### src/rtl/hc04_pkg.sv
// Shared types and default timing constants for HC-SR04 ranger channels.
package hc04_pkg;

   // Width of the reported echo measurement in us.
   localparam int unsigned ECHO_W = 16;
   // Width of the per-state us counter; wide enough for any 16-bit limit plus headroom.
   localparam int unsigned US_W   = 17;

   // Default timing, shared by every ranger instance and the bench.
   localparam int unsigned DEF_CLK_DIV         = 50;     // 50 MHz clock -> 1 us tick
   localparam int unsigned DEF_TRIG_US         = 12;     // sensor needs >= 10 us strobe
   localparam int unsigned DEF_RISE_TIMEOUT_US = 1000;
   localparam int unsigned DEF_MAX_ECHO_US     = 30000;
   localparam int unsigned DEF_HOLDOFF_US      = 60000;

   typedef enum logic [2:0] {
      StIdle,
      StTrig,
      StWaitRise,
      StMeasure,
      StDone,
      StHoldoff
   } state_e;

endpackage

### src/rtl/hc04_ranger_us_tick_gen.sv
// Microsecond prescaler: counts 0..CLK_DIV-1 and flags the last count as a tick.
// A synchronous clear realigns the tick phase to the cycle after clr.
module us_tick_gen #(
   parameter int unsigned CLK_DIV = 50
) (
   input  logic clk,
   input  logic rst,
   input  logic clr,
   output logic tick
);

   localparam int unsigned CNT_W = (CLK_DIV > 1) ? $clog2(CLK_DIV) : 1;
   localparam logic [CNT_W-1:0] LAST = CNT_W'(CLK_DIV - 1);

   logic [CNT_W-1:0] cnt_q;

   assign tick = (cnt_q == LAST);

   // Prescaler count; wraps on tick, restarts on clear.
   always_ff @(posedge clk) begin
      if (rst || clr) begin
         cnt_q <= '0;
      end else if (tick) begin
         cnt_q <= '0;
      end else begin
         cnt_q <= cnt_q + CNT_W'(1);
      end
   end

endmodule

### src/rtl/hc04_ranger.sv
// HC-SR04 channel controller: issues the trigger strobe, times the echo pulse in us
// and reports the result with a one-cycle done strobe.
module hc04_ranger
   import hc04_pkg::*;
#(
   parameter int unsigned CLK_DIV         = DEF_CLK_DIV,
   parameter int unsigned TRIG_US         = DEF_TRIG_US,
   parameter int unsigned RISE_TIMEOUT_US = DEF_RISE_TIMEOUT_US,
   parameter int unsigned MAX_ECHO_US     = DEF_MAX_ECHO_US,
   parameter int unsigned HOLDOFF_US      = DEF_HOLDOFF_US
) (
   input  logic              clk,
   input  logic              rst,
   input  logic              start,
   output logic              busy,
   output logic              hc04_trigger,
   input  logic              hc04_echo,
   output logic [ECHO_W-1:0] echo_us,
   output logic              done,
   output logic              timeout
);

   // Timed states leave on the tick that completes their last us, so the state
   // lasts exactly LIMIT*CLK_DIV cycles.
   localparam logic [US_W-1:0] TRIG_LAST = US_W'(TRIG_US - 1);
   localparam logic [US_W-1:0] RISE_LAST = US_W'(RISE_TIMEOUT_US - 1);
   localparam logic [US_W-1:0] HOLD_LAST = US_W'(HOLDOFF_US - 1);
   localparam logic [US_W-1:0] ECHO_MAX  = US_W'(MAX_ECHO_US);

   state_e state_q, state_d;

   logic [US_W-1:0]   us_cnt_q, us_cnt_d, us_cnt_inc;
   logic [ECHO_W-1:0] echo_us_q, echo_us_d;
   logic              timeout_q, timeout_d;
   logic              trig_q;
   logic              done_q;

   logic echo_meta_q, echo_s_q, echo_prev_q;
   logic echo_rise, echo_fall;
   logic tick;
   logic state_change;

   assign state_change = (state_d != state_q);
   assign us_cnt_inc   = us_cnt_q + US_W'(1);
   assign echo_rise    = echo_s_q & ~echo_prev_q;
   assign echo_fall    = ~echo_s_q & echo_prev_q;

   // Prescaler restarts on every state entry so each state's us count is aligned.
   us_tick_gen #(
      .CLK_DIV (CLK_DIV)
   ) u_tick (
      .clk  (clk),
      .rst  (rst),
      .clr  (state_change),
      .tick (tick)
   );

   // Two-flop synchronizer for the asynchronous echo, plus a delayed copy for edges.
   always_ff @(posedge clk) begin
      if (rst) begin
         echo_meta_q <= 1'b0;
         echo_s_q    <= 1'b0;
         echo_prev_q <= 1'b0;
      end else begin
         echo_meta_q <= hc04_echo;
         echo_s_q    <= echo_meta_q;
         echo_prev_q <= echo_s_q;
      end
   end

   // Next-state, us counter and result capture.
   always_comb begin
      state_d   = state_q;
      us_cnt_d  = us_cnt_q;
      echo_us_d = echo_us_q;
      timeout_d = timeout_q;

      unique case (state_q)
         StIdle: begin
            if (start) begin
               state_d = StTrig;
            end
         end

         StTrig: begin
            if (tick) begin
               if (us_cnt_q == TRIG_LAST) begin
                  state_d = StWaitRise;
               end else begin
                  us_cnt_d = us_cnt_inc;
               end
            end
         end

         StWaitRise: begin
            // An echo already high when we got here never produces a rise.
            if (echo_rise) begin
               state_d = StMeasure;
            end else if (tick) begin
               if (us_cnt_q == RISE_LAST) begin
                  state_d   = StDone;
                  echo_us_d = '0;
                  timeout_d = 1'b1;
               end else begin
                  us_cnt_d = us_cnt_inc;
               end
            end
         end

         StMeasure: begin
            // Count against the delayed echo: it is high from the entry cycle through
            // the fall-detect cycle, i.e. exactly the echo_s high time, so the result
            // is floor(high_cycles / CLK_DIV).
            if (tick && echo_prev_q) begin
               us_cnt_d = us_cnt_inc;
            end
            if (us_cnt_d == ECHO_MAX) begin
               state_d   = StDone;
               echo_us_d = ECHO_W'(ECHO_MAX);
               timeout_d = 1'b1;
            end else if (echo_fall) begin
               state_d   = StDone;
               echo_us_d = ECHO_W'(us_cnt_d);
               timeout_d = 1'b0;
            end
         end

         StDone: begin
            state_d = StHoldoff;
         end

         StHoldoff: begin
            if (tick) begin
               if (us_cnt_q == HOLD_LAST) begin
                  state_d = StIdle;
               end else begin
                  us_cnt_d = us_cnt_inc;
               end
            end
         end

         default: begin
            state_d = StIdle;
         end
      endcase

      if (state_change) begin
         us_cnt_d = '0;
      end
   end

   // State, counter and registered outputs.
   always_ff @(posedge clk) begin
      if (rst) begin
         state_q   <= StIdle;
         us_cnt_q  <= '0;
         echo_us_q <= '0;
         timeout_q <= 1'b0;
         trig_q    <= 1'b0;
         done_q    <= 1'b0;
      end else begin
         state_q   <= state_d;
         us_cnt_q  <= us_cnt_d;
         echo_us_q <= echo_us_d;
         timeout_q <= timeout_d;
         trig_q    <= (state_d == StTrig);
         done_q    <= (state_d == StDone);
      end
   end

   assign busy         = (state_q != StIdle);
   assign hc04_trigger = trig_q;
   assign echo_us      = echo_us_q;
   assign done         = done_q;
   assign timeout      = timeout_q;

endmodule
### config.mk
export PLATFORM = sky130hd
export DESIGN_NAME = hc04_ranger
export DESIGN_NICKNAME = d
export VERILOG_FILES = /design/src/rtl/hc04_pkg.sv /design/src/rtl/hc04_ranger_us_tick_gen.sv /design/src/rtl/hc04_ranger.sv
export SDC_FILE = /design/constraint.sdc
export NUM_CORES = 1
export LEC_CHECK = 0
export BUFFER_PORTS_ARGS = -buffer_cell sky130_fd_sc_hd__buf_2
export CAP_MARGIN = 10
export CORE_ASPECT_RATIO = 0.75
export CORE_MARGIN = 1
export CORE_UTILIZATION = 60
export CTS_CLUSTER_SIZE = 30
export DETAILED_ROUTE_END_ITERATION = 7
export PLACE_DENSITY = 0.78
export SKIP_CTS_REPAIR_TIMING = 1
export SYNTH_ARGS = -nofsm -noshare
export SYNTH_HDL_FRONTEND = slang
export SYNTH_SLANG_ARGS = --single-unit
### constraint.sdc
create_clock -name clk -period 7.43 [get_ports clk]
set_input_delay 0 -clock clk [delete_from_list [all_inputs] [get_ports clk]]
set_output_delay 0 -clock clk [all_outputs]
set_load 0.01 [all_outputs]
[Yosys cells after proc, flatten, opt, wreduce, memory -nomap -nowiden]
Cells that the tools add are included.
Word-level totals
  word-level logic and storage cells: 81
  bits of input ports: 4
  bits in registers: 48
  output and inout bits: 20
Cells by class
  equal/unequal tests: 22
  reductions and logical operators: 10
  bitwise gates (word level): 4
  muxes and demuxes: 33
  add/subtract/negate cells: 2
Operators by type and width (number)
  two-way mux 17 bit: 9
  two-way mux 16 bit: 5
  case mux 17 bit (4 select lines): 1
  case mux 16 bit (2 select lines): 1
  two-way mux 3 bit: 10
  case mux 3 bit (6 select lines): 1
  adder 17 x 1 -> 17 bit, second input constant: 1
  == test 17 x 10 -> 1 bit, second input constant: 1
  == test 17 x 15 -> 1 bit, second input constant: 1
  == test 17 x 16 -> 1 bit, second input constant: 1
  == test 17 x 4 -> 1 bit, second input constant: 1
  inequality test 2 bit, second input constant: 8
  == test 3 bit, second input constant: 3
  AND reduction 8 bit: 1
  adder 6 x 1 -> 6 bit, second input constant: 1
  == test 3 x 1 -> 1 bit, second input constant: 2
  == test 3 x 2 -> 1 bit, second input constant: 2
  == test 6 bit, second input constant: 1
  two-way mux 1 bit: 5
  AND reduction 5 bit: 1
  nonzero test 4 bit: 1
  OR reduction 2 bit: 2
  logical NOT 3 bit: 1
  inequality test 3 bit: 1
  8 further kinds: 10

[Logic depth before layout (Yosys ltp)]
Gate-level depths: netlist (run 1).
  depth after elaboration: 10
  gate-level depth with buffers: 12
  gate-level depth less buffers: 10

[By module]
From an unflattened synthesis (run 1), not the netlist that was laid out.
Second synthesis, totals
  cells, all modules: 368
  area, all modules: 3138.0 um^2
By module, submodules not included
  hc04_ranger: times used 1, sequential area each 840.8 um^2, cells each 340, area an instance 2852.7 um^2
  us_tick_gen: times used 1, sequential area each 120.1 um^2, cells each 28, area an instance 285.3 um^2

[Least setup slack after synthesis (run 1)]
No wires, ideal clock.
  kind: register -> register
  start: register us_cnt_q[1]
  end: register echo_us_q[5], in the netlist echo_us[5]
  buffers on the path: 1
  cell stages (with the launch flop): 11
  period minus slack after synthesis: 2.559 ns
  data required time: 7.358 ns
  slack: 4.871 ns
  setup time: 0.072 ns
  arrival time: 2.487 ns
  path through: dfxtp_1 -> ha_1 -> buf_2 -> nand3_1 -> nor4_1 -> xnor2_1 -> nand4_1 -> nor4b_2 -> a211oi_2 -> or4_1 -> a21oi_1
Between the ends
  word-level cells in the longest chain between the ends: 6
  elaborated cells on any way between the ends: 11
  classes of those cells: 1 x add/sub; 4 x eq/ne; 5 x mux; 1 x reduce/logical
Ends and longest elaborated chain
  from (decl): line hc04_ranger.sv:32  | logic [US_W-1:0] us_cnt_q, us_cnt_d, us_cnt_inc;
  from (signal assigned): line hc04_ranger.sv:163  | us_cnt_q <= us_cnt_d;
  adder 17 x 1 -> 17 bit: line hc04_ranger.sv:44  | assign us_cnt_inc = us_cnt_q + US_W'(1);
  two-way mux 17 bit: line hc04_ranger.sv:114  | if (tick && echo_prev_q) begin
  two-way mux 17 bit: line hc04_ranger.sv:78  | unique case (state_q)
  == test 17 x 15 -> 1 bit or two-way mux 16 bit (tied branches): line hc04_ranger.sv:117, hc04_ranger.sv:121
  inequality test 3 bit (no line) or two-way mux 16 bit (tied branches)
  AND reduction 5 bit (no line) or case mux 16 bit (2 select lines) (tied branches)
  to (signal assigned): line hc04_ranger.sv:164  | echo_us_q <= echo_us_d;
  to (decl): line hc04_ranger.sv:33  | logic [ECHO_W-1:0] echo_us_q, echo_us_d;
Parallel ways exist; a longest one is shown, timed or not. The select of a mux whose other input is x is not followed.
A chain may end at the register's enable or synchronous reset.

[Final worst setup path (run 1)]
  start: register us_cnt_q[0]
  end: register u_tick.cnt_q[5]
Between the ends
  word-level cells in the longest chain between the ends: 9
  elaborated cells on any way between the ends: 19
  classes of those cells: 1 x add/sub; 5 x eq/ne; 11 x mux; 2 x reduce/logical
Ends and longest elaborated chain
  adder 17 x 1 -> 17 bit: line hc04_ranger.sv:44
  two-way mux 17 bit: line hc04_ranger.sv:114
  two-way mux 17 bit: line hc04_ranger.sv:78
  == test 17 x 15 -> 1 bit: line hc04_ranger.sv:117  | if (us_cnt_d == ECHO_MAX) begin
  two-way mux 3 bit: line hc04_ranger.sv:117
  case mux 3 bit (6 select lines) *: line hc04_ranger.sv:78
  inequality test 3 bit *: line hc04_ranger.sv:43  | assign state_change = (state_d != state_q);
  logical OR 1 bit *: line hc04_ranger_us_tick_gen.sv:21  | if (rst || clr) begin
  OR reduction 2 bit (no line) *
  to (signal assigned): line hc04_ranger_us_tick_gen.sv:26  | cnt_q <= cnt_q + CNT_W'(1);
  to (decl): line hc04_ranger_us_tick_gen.sv:15  | logic [CNT_W-1:0] cnt_q;
Mark *: on every way between the ends. The rest lies on a longest branch, timed or not. The select of a mux whose other input is x is not followed.

==> results.sh, run 1 <==
export IMPL_hp_class="in2reg"
export IMPL_worst_pin_slew_ns=1.020
export IMPL_synth_edf_count=0
export IMPL_dr_pass1_iters=6
export IMPL_synth_top_family_by_area="simple AND/OR/NAND/NOR gates"
export IMPL_critPathBufInv=0
export IMPL_crit_slowest_cell="a211oi_2"
export IMPL_fin_nets=389
export IMPL_hold_viol=0
export IMPL_synth_area_sq_um=3050
export IMPL_worst_ep_arrival_time_ns=4.06
export IMPL_max_freq_mhz=260.1
export IMPL_finalCritPeriodShare=0.5175
export IMPL_post_route_min_period_ns=3.845
export IMPL_dp_final_hpwl_microns=5538
export IMPL_drc=4
export IMPL_fp_row_count=22
export IMPL_tritoncts="yes"
export IMPL_worst_slack_ns=3.585
export IMPL_die_area_sq_um=5376
export IMPL_antenna_found_initial=0
export IMPL_io_pins=24
export IMPL_place_ws_ns=3.666
export IMPL_core_area_sq_um=4900
export IMPL_utilization=0.6627
export IMPL_min_to="echo_prev_q"
export IMPL_max_cap_violations=0
export IMPL_finalClockSkew_ns=0.001778
export IMPL_clockRootBuffer="clkbuf_8"
export IMPL_grt_overflow=0
export IMPL_layout_common_cells="48 x nor2_1, 48 x dfxtp_1, 30 x nand2_1"
export IMPL_grt_setup_unrepaired="false"
export IMPL_finalSetupViolations=0
export IMPL_regToRegEndpoint="u_tick.cnt_q[5]"
export IMPL_drt_initial_drc_count=258
export IMPL_synthArstFlopShare=0
export IMPL_place_area_sq_um=3108
export IMPL_path_clk_slew_ns=0.08
export IMPL_vias=2819
export IMPL_drt_wl_total_microns=7516
export IMPL_port_buffers=23
export IMPL_wl_per_cell_microns=17.00
export IMPL_ir_worst_vdd_mv=0.1148
export IMPL_avgViaCountPerCell=6.378
export IMPL_synth_compound_area_share=0.1842
export IMPL_grt_pass1_vias=2465
export IMPL_p_leak_nw=1.116
export IMPL_synthAdderAreaFrac=0.01231
export IMPL_clkLatencyLatePin_ns=0.30
export IMPL_htree_levels=2
export IMPL_detail_route_antenna_nets=0
export IMPL_cts_buffer_depth=2
export IMPL_holdPathStages=2
export IMPL_finalInstanceArea_sq_um=3247
export IMPL_reg2reg_depth=9
export IMPL_syn2layout_area_growth_pct=6.440
export IMPL_place_gp_congestion=0.9858
export IMPL_cp_end_kind="register"
export IMPL_fin_hold_ws_ns=0.1180
export IMPL_cts_buffers_inserted=5
export IMPL_worstPathCellList="ha_1 -> and3_1 -> nand4_1 -> a21oi_1 -> o22ai_2 -> nor4b_2 -> a211oi_2 -> o211ai_2 -> nor3_1"
export IMPL_ff2ff_setup_slack_ns=3.59
export IMPL_synth_simple_area_share=0.3417
export IMPL_synthFlopType="dfxtp_1"
export IMPL_start_util=0.6226
export IMPL_synth_xor_area_share=0.08039
export IMPL_die_w_microns=84.34
export IMPL_fillers=442
export IMPL_grt_max_degree=24
export IMPL_muxShareOfSynthArea=0.003281
export IMPL_min_delay_start="rst"
export IMPL_worstPathMaxFanout=23
export IMPL_powerDensity_nw_per_um2=152.9
export IMPL_cp_slowest_stage_delay_ns=0.81
export IMPL_synth_nets=382
export IMPL_violations="design-rule violations"
export IMPL_synth_warning_count=0
export IMPL_syn_inst=375
export IMPL_syn_avg_cell_area_sq_um=8.134
export IMPL_tns_ns=0
export IMPL_yosysUniqueCellTypes=69
export IMPL_finalMaxSlewViolations=0
export IMPL_critPathLaunchType="register"
export IMPL_yosysSeqAreaShare=0.3150
export IMPL_antenna_cells=0
export IMPL_grt_total_usage=0.2897
export IMPL_status="complete, but fails checks"
export IMPL_grt_pass1_wl_microns=12230
export IMPL_path_class="reg2reg"
export IMPL_slew_headroom=0.3180
export IMPL_cpLargestDelayFamily="compound AO/OA/AOI/OAI gates"
export IMPL_synth_seq_cells=48
export IMPL_clkSinkCount=48
export IMPL_critPathRequiredTime_ns=7.65
export IMPL_r2r_start="us_cnt_q[0]"
export IMPL_die_y_microns=63.75
export IMPL_layout_drive_gt1_share=0.1597
## where the power goes
group	switching [W]	total, W	leakage, nW	internal, W
Clock	0.0000869	0.000219	0.0642	0.000132
Combinational	0.00000995	0.0000149	0.664	0.00000499
Sequential	0.00000291	0.000262	0.388	0.000259
## sequential cells by signal (all words and copies together) (netlist names)
register,flops
us_cnt_q,17
echo_us,16
u_tick.cnt_q,6
state_q,3
done,1
echo_meta_q,1
echo_prev_q,1
echo_s_q,1
hc04_trigger,1
timeout,1
## through the flow
stage               cells   power, W
finish                442  0.0004965
global route          442  0.0005143
CTS                   441  0.0004995
detailed placement    434  0.0002828
global placement      434  0.0002823
floorplan             375  0.0002785
## Yosys cell counts, types with 5 or more instances
cell	instances	share of area
a21oi_1	13	0.021
and2_1	5	0.010
and3_1	5	0.010
buf_2	13	0.021
clkbuf_1	7	0.0086
dfxtp_1	48	0.32
inv_1	11	0.014
nand2_1	30	0.037
nand3_1	18	0.030
nand4_1	10	0.021
nor2_1	48	0.059
nor2b_1	7	0.014
nor3_1	18	0.030
o21ai_0	9	0.015
o21ai_1	5	0.0082
o32ai_2	5	0.027
xnor2_1	23	0.066
xor2_1	5	0.014
## kinds of logic after synthesis
family          count (synthesis)
fa+ha+maj                       3
xor+xnor                       28
simple gates                  184
buf+inv                        38
flops                          48
mux                             1
compound gates                 73
## per-layer routing
| layer | track usage | vias to the layer above | part of all wire |
|---|---|---|---|
| met3 | 0.05814 | 15 | 0.071 |
| met5 | 0 | - | 0 |
| met1 | 0.4064 | 1327 | 0.47 |
| met2 | 0.4467 | 117 | 0.44 |
| li1 | - | 1360 | - |
| met4 | 0.09746 | 0 | 0.017 |
## how the worst max path moves through the flow
stage,start,endpoint,cells past startpoint
floorplan,us_cnt_q[1],echo_us[5],10
global placement,us_cnt_q[0],u_tick.cnt_q[4],9
detailed placement,us_cnt_q[0],u_tick.cnt_q[5],9
CTS,us_cnt_q[0],u_tick.cnt_q[5],9
global route,us_cnt_q[0],u_tick.cnt_q[2],9
finish,us_cnt_q[0],u_tick.cnt_q[5],9
## area by class of cell
cell class | instances | area, sq um | area share
clock buffer | 5 | 68.82 | 0.02119
clock inverter | 2 | 60.06 | 0.01850
inverter | 12 | 45.04 | 0.01387
multi-input combinational | 289 | 1897 | 0.5842
sequential | 48 | 960.9 | 0.2960
tap | 60 | 75.07 | 0.02312
timing repair buffer | 26 | 140.1 | 0.04316
Power figures use the tool's default switching activity.
==> run 2, diff against run 1 <==
clock period = 3.6 ns   (was 7.43 ns; I/O delays follow)
==> run 2 against run 1 <==
Compared with the run above: the flow still finishes with violations (design-rule violations); sequential share of layout area down 0.12 points; first-iteration DRC count increased by 39%; die area is the same.
==> results.sh, run 2 (synthesis gave the netlist of run 1 again) <==
export IMPL_status="complete, but fails checks"
export IMPL_violations="design-rule violations"
export IMPL_syn2layout_area_growth_pct=6.891
export IMPL_reg2reg_depth=10
export IMPL_worstSetupStartpoint="us_cnt_q[0]"
export IMPL_die_w_microns=84.34
export IMPL_path_class="reg2reg"
export IMPL_max_cap_violations=0
export IMPL_cp_end_kind="register"
export IMPL_crit_slowest_cell="a211oi_4"
export IMPL_worst_pin_slew_ns=0.9062
export IMPL_io_pins=24
export IMPL_largest_reg_flops=17
export IMPL_grt_pass1_wl_microns=12510
export IMPL_drc=4
export IMPL_hp_class="in2reg"
export IMPL_wl_per_cell_microns=17.08
export IMPL_hold_viol=0
export IMPL_r2r_start="us_cnt_q[0]"
export IMPL_max_freq_mhz=307.8
export IMPL_antenna_found_initial=0
export IMPL_dr_pass1_iters=7
export IMPL_post_route_min_period_ns=3.248
export IMPL_grt_pass1_vias=2517
export IMPL_place_area_sq_um=3153
export IMPL_layout_drive_gt1_share=0.1697
export IMPL_critPathRequiredTime_ns=3.82
export IMPL_cts_buffer_depth=2
export IMPL_regToRegEndpoint="u_tick.cnt_q[4]"
export IMPL_fin_nets=395
export IMPL_p_leak_nw=1.129
export IMPL_clkLatencyLatePin_ns=0.30
export IMPL_finalCritPeriodShare=0.9024
export IMPL_worstPathCellList="ha_1 -> and3_1 -> nand4_1 -> a21oi_1 -> o22ai_2 -> nor4b_2 -> a211oi_4 -> o211ai_2 -> buf_4 -> nor3_1"
export IMPL_powerDensity_nw_per_um2=277.0
export IMPL_tritoncts="yes"
export IMPL_finalPower_w=0.0009031
export IMPL_fillers=422
export IMPL_cts_buffers_inserted=5
export IMPL_fp_row_count=22
export IMPL_ir_worst_vdd_mv=0.1676
export IMPL_detail_route_antenna_nets=0
export IMPL_worstPathMaxFanout=23
export IMPL_die_y_microns=63.75
export IMPL_path_clk_slew_ns=0.09
export IMPL_worst_ep_arrival_time_ns=3.47
export IMPL_layout_common_cells="48 x nor2_1, 48 x dfxtp_1, 30 x nand2_1"
export IMPL_die_area_sq_um=5376
export IMPL_core_area_sq_um=4900
export IMPL_slew_headroom=0.3918
export IMPL_finalInstanceArea_sq_um=3261
export IMPL_clockRootBuffer="clkbuf_8"
export IMPL_top_register="us_cnt_q"
export IMPL_drt_initial_drc_count=359
export IMPL_dp_final_hpwl_microns=5624
export IMPL_tns_ns=0
export IMPL_critPathLaunchType="register"
export IMPL_place_gp_congestion=1.041
export IMPL_crit_path_end="u_tick.cnt_q[4]"
export IMPL_finalClockSkew_ns=0.008015
export IMPL_drt_wl_total_microns=7668
export IMPL_cp_slowest_stage_delay_ns=0.60
export IMPL_htree_levels=2
export IMPL_finalSetupViolations=0
export IMPL_ff2ff_setup_slack_ns=0.35
export IMPL_grt_max_degree=24
export IMPL_grt_total_usage=0.2949
export IMPL_vias=2855
export IMPL_start_util=0.6226
export IMPL_clkSinkCount=48
export IMPL_grt_setup_unrepaired="false"
export IMPL_grt_overflow=0
export IMPL_antenna_cells=0
export IMPL_port_buffers=23
export IMPL_finalMaxSlewViolations=0
export IMPL_avgViaCountPerCell=6.359
export IMPL_fin_hold_ws_ns=0.1162
[run 2: changes by cell type in the layout (fill, tap and decap cells not counted)]
cell,change
clkbuf_1,+2
clkbuf_8,+1
a211oi_2,-1
buf_4,+6
bufinv_16,-2
a211oi_4,+1
[run 2: critical path, delay by kind of cell (launching register included)]
| kind | cells | cell delay (ns) |
|---|---|---|
| DFF | 1 | 0.49 |
| and+or+nand+nor | 4 | 0.94 |
| buffers and inverters | 1 | 0.25 |
| adders and majority gates | 1 | 0.38 |
| AOI/OAI and AO/OA | 4 | 1.11 |
[run 2: cell type report]
class,count,area (sq um),share of cell area
Tap cell,60,75.07,0.02302
Inverter,12,45.04,0.01381
Timing Repair Buffer,32,185.2,0.05679
Sequential cell,48,960.9,0.2947
Multi-Input combinational cell,289,1904,0.5840
Clock buffer,8,90.09,0.02763
[run 2: per-stage QoR]
step | cells | util | setup WS [ns]
after CTS | 448 | 0.6619 | 0.2376
after floorplan | 375 | - | 1.041
after global placement | 440 | 0.6435 | 0.3290
final | 449 | 0.6655 | 0.3515
after detailed placement | 440 | 0.6435 | 0.2587
after global routing | 449 | 0.6655 | 0.1000
[run 2: worst min-delay path by stage]
stage | from | to | slack, ns | cells past startpoint
6_report | rst | echo_meta_q | 0.12 | 2
5_1_grt | rst | echo_prev_q | 0.15 | 2
4_1_cts | hc04_echo | echo_meta_q | -0.09 | 2
3_5_place_dp | hc04_echo | echo_meta_q | 0.22 | 2
3_3_place_gp | hc04_echo | echo_meta_q | 0.21 | 2
2_1_floorplan | hc04_echo | echo_meta_q | 0.13 | 1
[run 2: power breakdown]
part           switching [W]  internal [W]
Sequential        0.00000556      0.000535
Combinational      0.0000207     0.0000113
Clock               0.000174      0.000157
[run 2: routing by layer]
layer,track usage,wire length (microns),vias up
li1,-,-,1376
met1,0.4286,3522,1302
met2,0.4416,3256,147
met3,0.05297,723,30
met4,0.09958,166,0
met5,0,0,-
==> run 3, diff against run 2 <==
ABC_AREA = 1   (was not set)
CORE_UTILIZATION = 25   (was 60)
PLACE_DENSITY = 0.38   (was 0.78)
==> run 3 against run 2 <==
Compared with the run above: the run now ends clean; design area up 10%; clock-buffer cell count shrank 2; synthesized area increased by 3.7%; combinational power up 81%; routed wire length grew 29%; clock power up 75%; clock skew grew 0.0012 ns; flip-flop and latch count unchanged; worst setup slack improved by 0.36 ns; via count rose by 5.6%; fmax grew 12%; critical path type unchanged; largest power group is now clock.
==> results.sh, run 3 <==
export IMPL_synth_area_sq_um=3164
export IMPL_p_leak_nw=1.349
export IMPL_dr_pass1_iters=4
export IMPL_grt_max_degree=27
export IMPL_powerDensity_nw_per_um2=328.0
export IMPL_yosysUniqueCellTypes=39
export IMPL_min_to="hc04_trigger"
export IMPL_cts_buffer_depth=2
export IMPL_synth_most_common_cell="nand2_1"
export IMPL_io_pins=24
export IMPL_antenna_found_initial=0
export IMPL_yosys_top_cells_area="dfxtp_1 30%, nand2_1 14%, nor2_1 7.1%"
export IMPL_htree_levels=2
export IMPL_syn_inst=472
export IMPL_core_area_sq_um=12310
export IMPL_layout_drive_gt1_share=0.1752
export IMPL_synth_seq_cells=48
export IMPL_synth_warning_count=0
export IMPL_final_common_cell="nand2_1"
export IMPL_die_w_microns=131.9
export IMPL_r2r_start="u_tick.cnt_q[0]"
export IMPL_max_freq_mhz=345.9
export IMPL_finalPower_w=0.001176
export IMPL_post_route_min_period_ns=2.891
export IMPL_grt_overflow=0
export IMPL_layout_common_cells="117 x nand2_1, 60 x nor2_1, 48 x dfxtp_1"
export IMPL_clkLatencyLatePin_ns=0.30
export IMPL_syn_avg_cell_area_sq_um=6.704
export IMPL_start_util=0.2571
export IMPL_path_common_cell="nand2_1"
export IMPL_crit_slowest_cell="nand4_2"
export IMPL_wl_per_cell_microns=15.03
export IMPL_worstPathCellList="ha_1 -> nand4_2 -> nand2_1 -> nand2_1 -> inv_1 -> nand2_1 -> nor2_1 -> nand3_1 -> nor2_2 -> nand2_4 -> nand3_4 -> nand3_2 -> nand2_2 -> nand3_4 -> a21oi_1"
export IMPL_yosysTopAreaCell="dfxtp_1"
export IMPL_antenna_cells=0
export IMPL_min_delay_start="start"
export IMPL_cts_buffers_inserted=5
export IMPL_clockRootBuffer="clkbuf_16"
export IMPL_finalMaxSlewViolations=0
export IMPL_worst_pin_slew_ns=0.5710
export IMPL_slew_headroom=0.6184
export IMPL_fin_nets=497
export IMPL_finalSetupViolations=0
export IMPL_syn2layout_area_growth_pct=13.33
export IMPL_synthArstFlopShare=0
export IMPL_reg2reg_depth=15
export IMPL_path_clk_slew_ns=0.07
export IMPL_top_register="us_cnt_q"
export IMPL_grt_pass1_vias=2861
export IMPL_cp_slowest_stage_delay_ns=0.49
export IMPL_vias=3016
export IMPL_regToRegEndpoint="us_cnt_q[0]"
export IMPL_place_gp_congestion=0.8616
export IMPL_die_y_microns=99.43
export IMPL_drt_wl_total_microns=9872
export IMPL_fillers=1344
export IMPL_tritoncts="yes"
export IMPL_largest_reg_flops=17
export IMPL_port_buffers=23
export IMPL_critPathRequiredTime_ns=3.82
export IMPL_utilization=0.2914
export IMPL_holdPathStages=5
export IMPL_detail_route_antenna_nets=0
export IMPL_dp_final_hpwl_microns=7295
export IMPL_drt_initial_drc_count=175
export IMPL_grt_pass1_wl_microns=16080
export IMPL_ir_worst_vdd_mv=0.1670
export IMPL_synth_nets=479
export IMPL_avgViaCountPerCell=4.591
export IMPL_synth_edf_count=0
export IMPL_ff2ff_setup_slack_ns=0.71
export IMPL_drc=0
export IMPL_grt_total_usage=0.1593
export IMPL_critPathLaunchType="register"
export IMPL_synthFlopType="dfxtp_1"
export IMPL_grt_setup_unrepaired="false"
export IMPL_worst_ep_arrival_time_ns=3.11
export IMPL_path_class="reg2reg"
export IMPL_finalCritPeriodShare=0.8031
export IMPL_finalClockSkew_ns=0.009191
export IMPL_cp_end_kind="register"
export IMPL_fp_row_count=35
export IMPL_place_ws_ns=0.7076
export IMPL_hp_class="in2reg"
export IMPL_die_area_sq_um=13120
export IMPL_hold_viol=0
export IMPL_clkSinkCount=48
export IMPL_yosysSeqAreaShare=0.3037
export IMPL_synth_top_area_share=0.3037
export IMPL_synthTopCellsByCount="117 x nand2_1, 60 x nor2_1, 48 x dfxtp_1"
export IMPL_worst_slack_ns=0.7088
export IMPL_max_cap_violations=0
export IMPL_tns_ns=0
export IMPL_status="finished, final reports clean"
export IMPL_worstPathMaxFanout=17
run 3: critical path: cells and delay by family (launching register included):
kind / cells / cell delay [ns]
compound gates: 1 / 0.25
fa+ha+maj: 1 / 0.27
buf+inv: 1 / 0.07
flops: 1 / 0.38
simple gates: 12 / 1.82
run 3: cells by family (layout without fill, tap and decap cells):
logic type                 after synthesis  in the layout  share of synthesized area
xor gates and xnor gates                 7              7                    0.01938
adders and majority gates                3              3                    0.01186
AOI/OAI and AO/OA                       66             66                     0.1202
buffers and inverters                   68             87                    0.09767
and+or+nand+nor                        280            280                     0.4472
DFF                                     48             48                     0.3037
run 3: area by class of cell:
class / instances / area [sq um] / area share
tap: 166 / 207.7 / 0.05792
multi-input combinational: 356 / 1894 / 0.5283
clock inverter: 2 / 38.79 / 0.01082
sequential: 48 / 960.9 / 0.2680
inverter: 52 / 197.7 / 0.05513
timing repair buffer: 27 / 147.6 / 0.04117
clock buffer: 6 / 138.9 / 0.03873
run 3: worst max-delay path by stage:
stage               slack [ns]           end             from
finish                    0.71   us_cnt_q[0]  u_tick.cnt_q[0]
global route              0.40   us_cnt_q[0]  u_tick.cnt_q[0]
CTS                       0.70   us_cnt_q[0]  u_tick.cnt_q[0]
detailed placement        0.71  us_cnt_q[14]  u_tick.cnt_q[0]
global placement          0.76  us_cnt_q[13]  u_tick.cnt_q[0]
floorplan                 1.34  us_cnt_q[12]      us_cnt_q[0]
run 3: per-stage QoR:
step                cells  area [sq um]  hold slack [ns]
global route          657          3586           0.1378
finish                657          3586           0.1135
floorplan             472          3164           0.1070
CTS                   656          3576         -0.07916
detailed placement    648          3398           0.2128
global placement      648          3398           0.2052
run 3: routing by layer:
metal	track usage	vias up	part of all wire
li1	-	1569	-
met1	0.2477	1355	0.57
met2	0.2182	80	0.37
met3	0.02956	12	0.046
met4	0.04114	0	0.017
met5	0	-	0
run 3: report_power, final:
part	internal (W)	switching [W]	total (W)
sequential	0.000536	0.00000479	0.000541
combinational	0.0000150	0.0000426	0.0000576
clock	0.000349	0.000229	0.000578
total	0.000900	0.000277	0.00118
